===== src/rtl/cache_pipe_reg_elastic.sv =====
// Elastic multi-stage pipeline register for cache pipeline records.
// Each stage holds a valid bit and a record. Empty stages always accept from upstream,
// so bubbles collapse and up to DEPTH entries are buffered under backpressure.
//
// Ports:
//   clk        rising-edge clock
//   reset      synchronous active-high reset (highest priority)
//   en         global advance enable; 0 freezes all stages
//   flush      synchronous kill of all in-flight entries
//   in_valid   upstream entry present
//   in_ready   block accepts in_data this cycle
//   in_data    upstream record
//   out_valid  last stage holds a valid entry (masked during flush)
//   out_ready  downstream accepts out_data
//   out_data   record held by the last stage
//   occupancy  number of valid stages
module cache_pipe_reg_elastic #(
  parameter int unsigned WIDTH          = 64,
  parameter int unsigned DEPTH          = 2,
  parameter bit          CLEAR_ON_FLUSH = 1'b1,
  parameter int unsigned CW             = $clog2(DEPTH + 1)
) (
  input  logic             clk,
  input  logic             reset,
  input  logic             en,
  input  logic             flush,
  input  logic             in_valid,
  output logic             in_ready,
  input  logic [WIDTH-1:0] in_data,
  output logic             out_valid,
  input  logic             out_ready,
  output logic [WIDTH-1:0] out_data,
  output logic [CW-1:0]    occupancy
);

  logic [DEPTH-1:0] valid_q;
  logic [WIDTH-1:0] data_q [DEPTH];
  logic [CW-1:0]    occ_q, occ_d;

  logic [DEPTH-1:0] adv;
  logic [DEPTH-1:0] up_valid;
  logic [WIDTH-1:0] up_data [DEPTH];
  logic             in_fire, out_fire;

  // Stage k may advance when enabled and some stage at or after k is empty, or the output
  // drains. Accumulating "a hole exists downstream" avoids a self-referencing chain.
  always_comb begin
    logic hole;
    hole = out_ready;
    adv  = '0;
    for (int k = int'(DEPTH) - 1; k >= 0; k--) begin
      hole   = hole || !valid_q[k];
      adv[k] = en && !flush && hole;
    end
  end

  always_comb begin
    up_valid[0] = in_valid;
    up_data[0]  = in_data;
    for (int k = 1; k < int'(DEPTH); k++) begin
      up_valid[k] = valid_q[k-1];
      up_data[k]  = data_q[k-1];
    end
  end

  assign in_ready  = adv[0];
  assign in_fire   = in_valid && in_ready;
  assign out_fire  = valid_q[DEPTH-1] && out_ready && en && !flush;
  assign out_valid = valid_q[DEPTH-1] && !flush;
  assign out_data  = data_q[DEPTH-1];
  assign occupancy = occ_q;
  assign occ_d     = occ_q + CW'(in_fire) - CW'(out_fire);

  always_ff @(posedge clk) begin
    if (reset) begin
      valid_q <= '0;
      occ_q   <= '0;
      for (int k = 0; k < int'(DEPTH); k++) data_q[k] <= '0;
    end else if (flush) begin
      valid_q <= '0;
      occ_q   <= '0;
      if (CLEAR_ON_FLUSH) begin
        for (int k = 0; k < int'(DEPTH); k++) data_q[k] <= '0;
      end
    end else begin
      for (int k = 0; k < int'(DEPTH); k++) begin
        if (adv[k]) begin
          valid_q[k] <= up_valid[k];
          // A bubble moving in leaves the stale record in place.
          if (up_valid[k]) data_q[k] <= up_data[k];
        end
      end
      occ_q <= occ_d;
    end
  end

  a_out_stable : assert property (@(posedge clk) disable iff (reset)
    (out_valid && !out_ready && en) |=> $stable(out_data));

  a_no_fire_on_flush : assert property (@(posedge clk) disable iff (reset)
    flush |-> !in_fire);

  a_occ_bound : assert property (@(posedge clk) disable iff (reset)
    32'(occ_q) <= DEPTH);

  a_occ_popcount : assert property (@(posedge clk) disable iff (reset)
    $countones(valid_q) == 32'(occ_q));

endmodule

===== config.mk =====
export PLATFORM = sky130hd
export DESIGN_NAME = cache_pipe_reg_elastic
export DESIGN_NICKNAME = d
export VERILOG_FILES = /design/src/rtl/cache_pipe_reg_elastic.sv
export SDC_FILE = /design/constraint.sdc
export NUM_CORES = 1
export LEC_CHECK = 0
export CAP_MARGIN = 20
export CORE_UTILIZATION = 28
export CTS_BUF_LIST = sky130_fd_sc_hd__clkbuf_4
export CTS_CLUSTER_DIAMETER = 50
export CTS_CLUSTER_SIZE = 20
export DETAILED_ROUTE_END_ITERATION = 10
export HOLD_SLACK_MARGIN = 0.1
export PLACE_DENSITY = 0.52
export SLEW_MARGIN = 20
export SYNTH_ARGS = -nofsm -noshare
export SYNTH_HDL_FRONTEND = slang
export SYNTH_SLANG_ARGS = --single-unit

===== constraint.sdc =====
create_clock -name clk -period 7.7 [get_ports clk]
set_clock_uncertainty 0.05 [all_clocks]
set_input_delay 1.54 -clock clk [delete_from_list [all_inputs] [get_ports clk]]
set_output_delay 1.54 -clock clk [all_outputs]
set_load 0.03 [all_outputs]

# After elaboration in Yosys (flattened, before gate mapping)
# Memory sizes are Yosys's and may differ from the RTL's.
# Index checks and enable logic that the tools add are counted.
[op_classes]
n_bitwise = 4
reduce_logical = 14
n_mux = 19
n_addsub = 2
[ops]
columns = ["op", "count"]
rows = [
  ["$mux W64", 4],
  ["$mux W1", 15],
  ["$logic_and A1 B1 Y1", 8],
  ["$or A1 B1 Y1", 4],
  ["$logic_not A1 Y1", 3],
  ["$add A2 B1 Y2", 1],
  ["$logic_or A1 B1 Y1", 2],
  ["$reduce_or A2 Y1", 1],
  ["$sub A2 B1 Y2", 1],
]
[word_totals]
out_inout_bits = 68
n_memories = 1
reg_bits = 4
elab_cells = 43
in_bits = 70
mem_bits_rw = 128
[memory_table]
columns = ["name", "depth", "width", "rd", "rd_clocked_by_memory_dff", "wr", "line_no", "rtl"]
rows = [
  ["data_q", 2, 64, 2, 0, 2, "37", "logic [WIDTH-1:0] data_q [DEPTH];"],
]

# Logic depth before layout (Yosys ltp)
# Gate-level depths: netlist (run 1).
[logic_depth]
depth_word = 9
ltp_mapped = 7
ltp_nobuf = 7

# Worst setup path after synthesis (run 1)
# OpenSTA, ideal clock, no wires.
[synth_path]
path_kind = "input port to flip-flop"
from = "input out_ready"
to = "memory data_q[0][0] (enable)"
path_stages = 5
required_ps = 7076
setup_slack_ps = 450
setup_ps = 574
arrival_time_ps = 6626
path_buffers = 3
path_cell_list = "and3b_1 > clkbuf_1 > buf_6 > buf_6 > o21ai_0"
[synth_rtl]
columns = ["element", "line_no", "rtl"]
rows = [
  ["start: declaration", "31", "input logic out_ready,"],
  ["end: declaration", "37", ""],
]

# Worst setup path in the final report (run 1)
[layout_path]
from = "input out_ready"
to = "output in_ready"
[layout_between]
elab_chain_cells = 3
[layout_lines]
columns = ["element", "line_no", "rtl"]
rows = [
  ["$logic_or A1 B1 Y1 (2 in series)", "52", "hole = hole || !valid_q[k];"],
  ["$logic_and A1 B1 Y1", "53", "adv[k] = en && !flush && hole;"],
  ["end: declaration", "28", "output logic in_ready,"],
]
# Every way passes these cells.

==> results of run 1 <==
[through the flow]
step | instances | worst slack [ns]
after floorplan | 392 | 0.4499
after global placement | 743 | 2.684
after detailed placement | 743 | 2.657
after CTS | 773 | 2.659
after global routing | 774 | 2.611
final | 774 | 2.679
[cells by family (layout without fill, tap and decap cells)]
group,Yosys count,in the layout,synth area share
compound gates,6,6,0.006447
other cells,0,1,0
buf+inv,108,176,0.1155
simple gates,142,142,0.2747
flops,132,132,0.5946
mux,1,1,0.001517
xor+xnor,1,1,0.003413
fa+ha+maj,2,2,0.003792
[state kept, by name, summed over array words and instances (netlist names)]
| name | cells |
|---|---|
| occupancy | 2 |
| valid_q | 2 |
| data_q | 128 |
[synth_stat cells (all sizes together)]
cell and n:
nand3b 1, nand2b 1, edfxtp 128, xnor3 1, nand3 1, mux2i 1
o21bai 1, nor3 1, buf 102, nor2 2, and3 1, and2 1
dfxtp 4, and3b 1, nand2 2, o21ai 2, nor4b 128, clkbuf 5
inv 1, nor2b 3, ha 2, a21bo 1, a21boi 2
[per-layer routing]
| metal | up-vias | track usage |
|---|---|---|
| met3 | 11 | 0.02730 |
| met2 | 78 | 0.1710 |
| met1 | 1727 | 0.1465 |
| li1 | 1598 | - |
| met5 | - | 0 |
| met4 | 2 | 0.05742 |
[worst max-delay path by stage]
stage / startpoint / to / slack, ns
after floorplan: out_ready / data_q[0][0] / 0.45
after global placement: en / in_ready / 2.68
after detailed placement: out_ready / in_ready / 2.66
after CTS: out_ready / in_ready / 2.66
after global routing: out_ready / in_ready / 2.61
final: out_ready / in_ready / 2.68
[cell usage in the layout (no fill, tap or decap), types with 2 or more instances in the layout]
master / n
a21boi_0: 2
buf_4: 8
bufinv_16: 4
clkbuf_4: 17
clkdlybuf4s50_1: 137
clkinv_2: 2
clkinv_4: 2
clkinvlp_4: 2
dfxtp_1: 4
edfxtp_1: 128
ha_1: 2
inv_6: 2
nand2_1: 2
nor2_1: 2
nor2b_1: 3
nor4b_1: 30
nor4b_2: 98
o21ai_4: 2
[worst register-to-register path: cells and delay by family, from the launching register on]
family	cells	cell delay (ns)
AO/OA/AOI/OAI	1	0.80
buffers and inverters	1	0.58
AND/OR/NAND/NOR	1	0.34
flip-flops	1	0.39
[final cells by class]
cell class / instances / area, µm²
fill: 2233 / 14820
sequential: 132 / 3924
multi-input combinational: 152 / 1958
timing repair buffer: 145 / 1431
tap: 313 / 391.6
clock inverter: 13 / 183.9
clock buffer: 17 / 127.6
inverter: 1 / 3.754
antenna: 1 / 2.502
[report_power, final]
part           internal (mW)  switching [mW]  total [mW]  leakage, nW
Combinational         0.0826           0.101       0.184        0.838
Sequential             0.823         0.00941       0.833         1.47
Clock                  0.255           0.261       0.516        0.162
==> summary.txt, run 1 <==
Worst hold path
  – Hold endpoint: occupancy[0]
  – Min-Delay Path Class: reg -> reg
  – Hold Crit Depth: 2
  – Worst hold start: occupancy[0]

Route
  – Vias: 3416
  – Top sig layer: met5
  – WL final: 12930 µm
  – Wire per inst: 16.71 µm
  – WL met1: 5983 µm
  – DRC viols: 0
  – Drt initial violations: roughly 180
  – Routed wl met2: around 6200 µm
  – DR pass1 iterations: 4
  – Antenna Nets Post-Route: 0
  – Vias per inst: 4.413
  – Met3 WL: 549 µm

Pwr
  – Leakage: 2.473 nW
  – Pwr Density: 191.0 nW/µm²
  – Peak VDD IR: 86.40 µV
  – Design Power: 1.533 mW

Clock network
  – PostCTS Resize Cnt: 0
  – # H-tree levels: 4
  – Total clock sinks: 132
  – Hold_buf cts: 0
  – Clk pin slew, worst setup/hold paths: approximately 0.11 ns
  – TritonCTS Buffers: 17
  – TritonCTS clock tree: done
  – CTS root buf: clkbuf_4
  – Post-CTS Setup Inserts: 0
  – Clk buf depth: 2
  – Clock Latency Late Sink: 0.51 ns

Worst setup path
  – Worst endpoint required time: 6.11 ns
  – Worst r2r src: valid_q[0]
  – Crit path max-delay family: buffers and inverters
  – CP Launch Type: input port
  – Worst EP arrival: 3.43 ns
  – Most frequent CP cell: clkdlybuf4s50_1
  – Flop2flop setup slack: 5.16 ns
  – Crit path capture type: output pin
  – Critical path class: in -> out
  – Number of cells on the worst reg-to-reg path: 3
  – Max FO, Critical Path: 26
  – Largest stage delay, worst path: 0.63 ns
  – Worst-path cell chain: clkdlybuf4s50_1 -> and3b_4 -> nor2_1 -> clkdlybuf4s50_1
  – WP depth: 4
  – Reg-to-Reg End: data_q[0][51]
  – Crit path buffers/inverters: 2
  – Critical-path top delay cell: and3b_4

Global route
  – Largest net degree at the start of global routing: 71
  – Vias in the first global route: 3577
  – Congestion Overflow GR: 0
  – Total global-route track usage: 0.1117
  – First-pass GRT wire length: about 20000 µm
  – Initial antenna violation count: 2

Finish
  – Fin area: 8023 µm²
  – Area Growth Syn to Fin: 21.58%
  – Layout cell share with drive strength beyond 1: 0.3065
  – Fin nets: 521
  – Fin util: 0.3512

Yosys
  – Sequential area share after synthesis: 0.5946
  – Synth Warn #: 0
  – Mapped Nets: 464
  – #FFs+latches synth: around 130
  – Count of cell types in the netlist: 26
  – Cell Area, Synth: about 6600 µm²
  – Synth Area per Inst: 16.83 µm²
  – Cell taking the most area after synthesis: edfxtp_1
  – Synth area leaders: edfxtp_1, nor4b_2, buf_4
  – Yosys top cell area share: 0.5825
  – Gate Count Post-Synth: 392

Timing
  – Slew margin rel.: 0.3169
  – Endpoints failing setup: 0
  – Crit share post-route: 0.6521
  – F_max: roughly 200 MHz
  – Final Max Tran Viols: 0
  – Unrepaired setup endpoints after global routing: no
  – Crit path time final: 5.021 ns
  – Hold slack: between 0.5 and 0.6 ns
  – Worst slew pin tran: 1.025 ns
  – Final Hold Viols: 0
  – Setup total negative slack: 0 ns

Floorplanning
  – Die footprint: 24180 µm²
  – Core area: 22850 µm²
  – Initial core utilization: 0.2888
  – Row count: 55
  – Die Y: 155.5 µm
  – Ports: 138
  – Die W: around 160 µm

Placed design
  – DP HPWL: a little over 8000 µm
  – GP Congestion: 0.7150
  – Cell Area, Placed: 7709 µm²
  – Number of port buffers: 137

Run status
  – Status: completed

Run
  – Max-cap violations: 0
No activity file was read; power rests on OpenSTA's default activity.
==> run 2: changes to the inputs <==
- clock period: 7.7 -> 4.25 ns (I/O delays scaled with it)
==> summary.txt, run 2 (synthesized netlist as in run 1, its figures left out) <==
Run status
  – Status: completed

Floorplanning
  – Core area: 22850 µm²
  – Die Y: 155.5 µm
  – Die footprint: 24180 µm²
  – Die W: around 160 µm
  – Row count: 55
  – Ports: 138
  – Initial core utilization: 0.2888

Worst setup path
  – Crit path max-delay family: buffers and inverters
  – Worst EP arrival: 2.53 ns
  – Critical path class: in -> out
  – Crit path buffers/inverters: 2
  – Worst endpoint required time: 3.35 ns
  – Critical-path top delay cell: clkdlybuf4s50_1
  – Crit path capture type: output pin
  – CP Launch Type: input port
  – Max FO, Critical Path: 5
  – Most frequent CP cell: clkdlybuf4s50_1
  – Worst-path cell chain: clkdlybuf4s50_1 -> and3b_4 -> nor2_1 -> clkdlybuf4s50_1
  – Largest stage delay, worst path: approximately 0.74 ns

Pwr
  – Switching power: between 0.6 and 0.7 mW
  – Part of the power in registers: 0.550
  – Pwr Density: around 340 nW/µm²
  – Design Power: 2.743 mW
  – Internal: 2.065 mW
  – Gate power share: 0.123
  – Clock Power Share: 0.327
  – Sw Ratio: 0.2471
  – Peak VDD IR: roughly 130 µV
  – Leakage: 2.483 nW

Placed design
  – Number of port buffers: 137
  – GP Congestion: 0.7030
  – DP HPWL: 7464 µm
  – Dpl ws: around 0.80 ns

Clock network
  – Clk buf depth: 2
  – PostCTS Resize Cnt: 0
  – # H-tree levels: 4
  – Clk pin slew, worst setup/hold paths: between 0.1 and 0.15 ns
  – Clock Latency Late Sink: 0.53 ns
  – CTS root buf: clkbuf_4
  – TritonCTS clock tree: done
  – TritonCTS Buffers: 17
  – Total clock sinks: between 100 and 150
  – Post-CTS Setup Inserts: 0
  – Hold_buf cts: 0

Timing
  – Slew margin rel.: 0.3668
  – Final Max Tran Viols: 0
  – F_max: 292.0 MHz
  – Crit share post-route: 0.8059
  – Final Hold Viols: 0
  – Unrepaired setup endpoints after global routing: no
  – Crit path time final: 3.425 ns
  – Endpoints failing setup: 0
  – Fin worst setup slack: around 0.82 ns
  – Worst slew pin tran: 0.9462 ns
  – Hold slack: around 0.57 ns
  – Setup total negative slack: 0 ns

Finish
  – Fill cells: around 2200
  – Most common library cell in the layout ignoring fill and taps: clkdlybuf4s50_1
  – Fin util: 0.3525
  – Top reg by flops: data_q
  – Fin nets: 518
  – Layout cell share with drive strength beyond 1: 0.3050
  – Area Growth Syn to Fin: 22.03%
  – Most frequent cells in the layout: clkdlybuf4s50_1, edfxtp_1, nor4b_2
  – Max FFs per register: 128

Global route
  – Initial antenna violation count: 1
  – Congestion Overflow GR: 0
  – Largest net degree at the start of global routing: 129
  – First-pass GRT wire length: 20250 µm
  – Vias in the first global route: between 3000 and 4000
  – Total global-route track usage: 0.1108

Route
  – DRC viols: 0
  – Wire per inst: 16.67 µm
  – WL final: 12890 µm
  – DR pass1 iterations: 4
  – Drt initial violations: 237
  – Vias: 3408
  – Vias per inst: 4.409
  – Antenna Nets Post-Route: 0

Run
  – Max-cap violations: 0

Worst hold path
  – Min-Delay Path Class: reg -> reg
## run 2: cell type report
class | count | area (µm²) | area share
Antenna cell | 1 | 2.502 | 0.0003108
Clock buffer | 19 | 142.6 | 0.01771
Clock inverter | 13 | 158.9 | 0.01973
Inverter | 1 | 3.754 | 0.0004661
Multi-Input combinational cell | 152 | 1958 | 0.2432
Sequential cell | 132 | 3924 | 0.4873
Tap cell | 313 | 391.6 | 0.04863
Timing Repair Buffer | 142 | 1471 | 0.1827
## run 2: power groups by stage
stage	combinational, mW	clock [mW]	sequential (mW)
after floorplan	0.225	0	1.53
after detailed placement	0.342	0	1.54
after CTS	0.343	0.938	1.51
after global routing	0.356	0.988	1.52
after global placement	0.340	0	1.54
final	0.338	0.896	1.51
## run 2: path summary, 6_finish.rpt
kind              cells past startpoint  slack (ns)             to          start
setup / recovery                      4        0.82       in_ready      out_ready
hold / removal                        1        0.57  data_q[0][88]  data_q[0][24]
setup reg to reg                      3        2.17   data_q[0][0]     valid_q[0]
hold reg to reg                       1        0.57  data_q[0][88]  data_q[0][24]
## run 2: metal layers
layer  GRT usage  wire, µm
met4     0.04902       209
met1      0.1393      5754
met5           0         0
met3     0.03398       618
met2      0.1751      6302
## run 2: metrics by stage
step,cell area (µm²),instances
finish,8053,773
global route,8053,773
CTS,8050,772
detailed placement,7749,740
global placement,7749,740
floorplan,6606,392
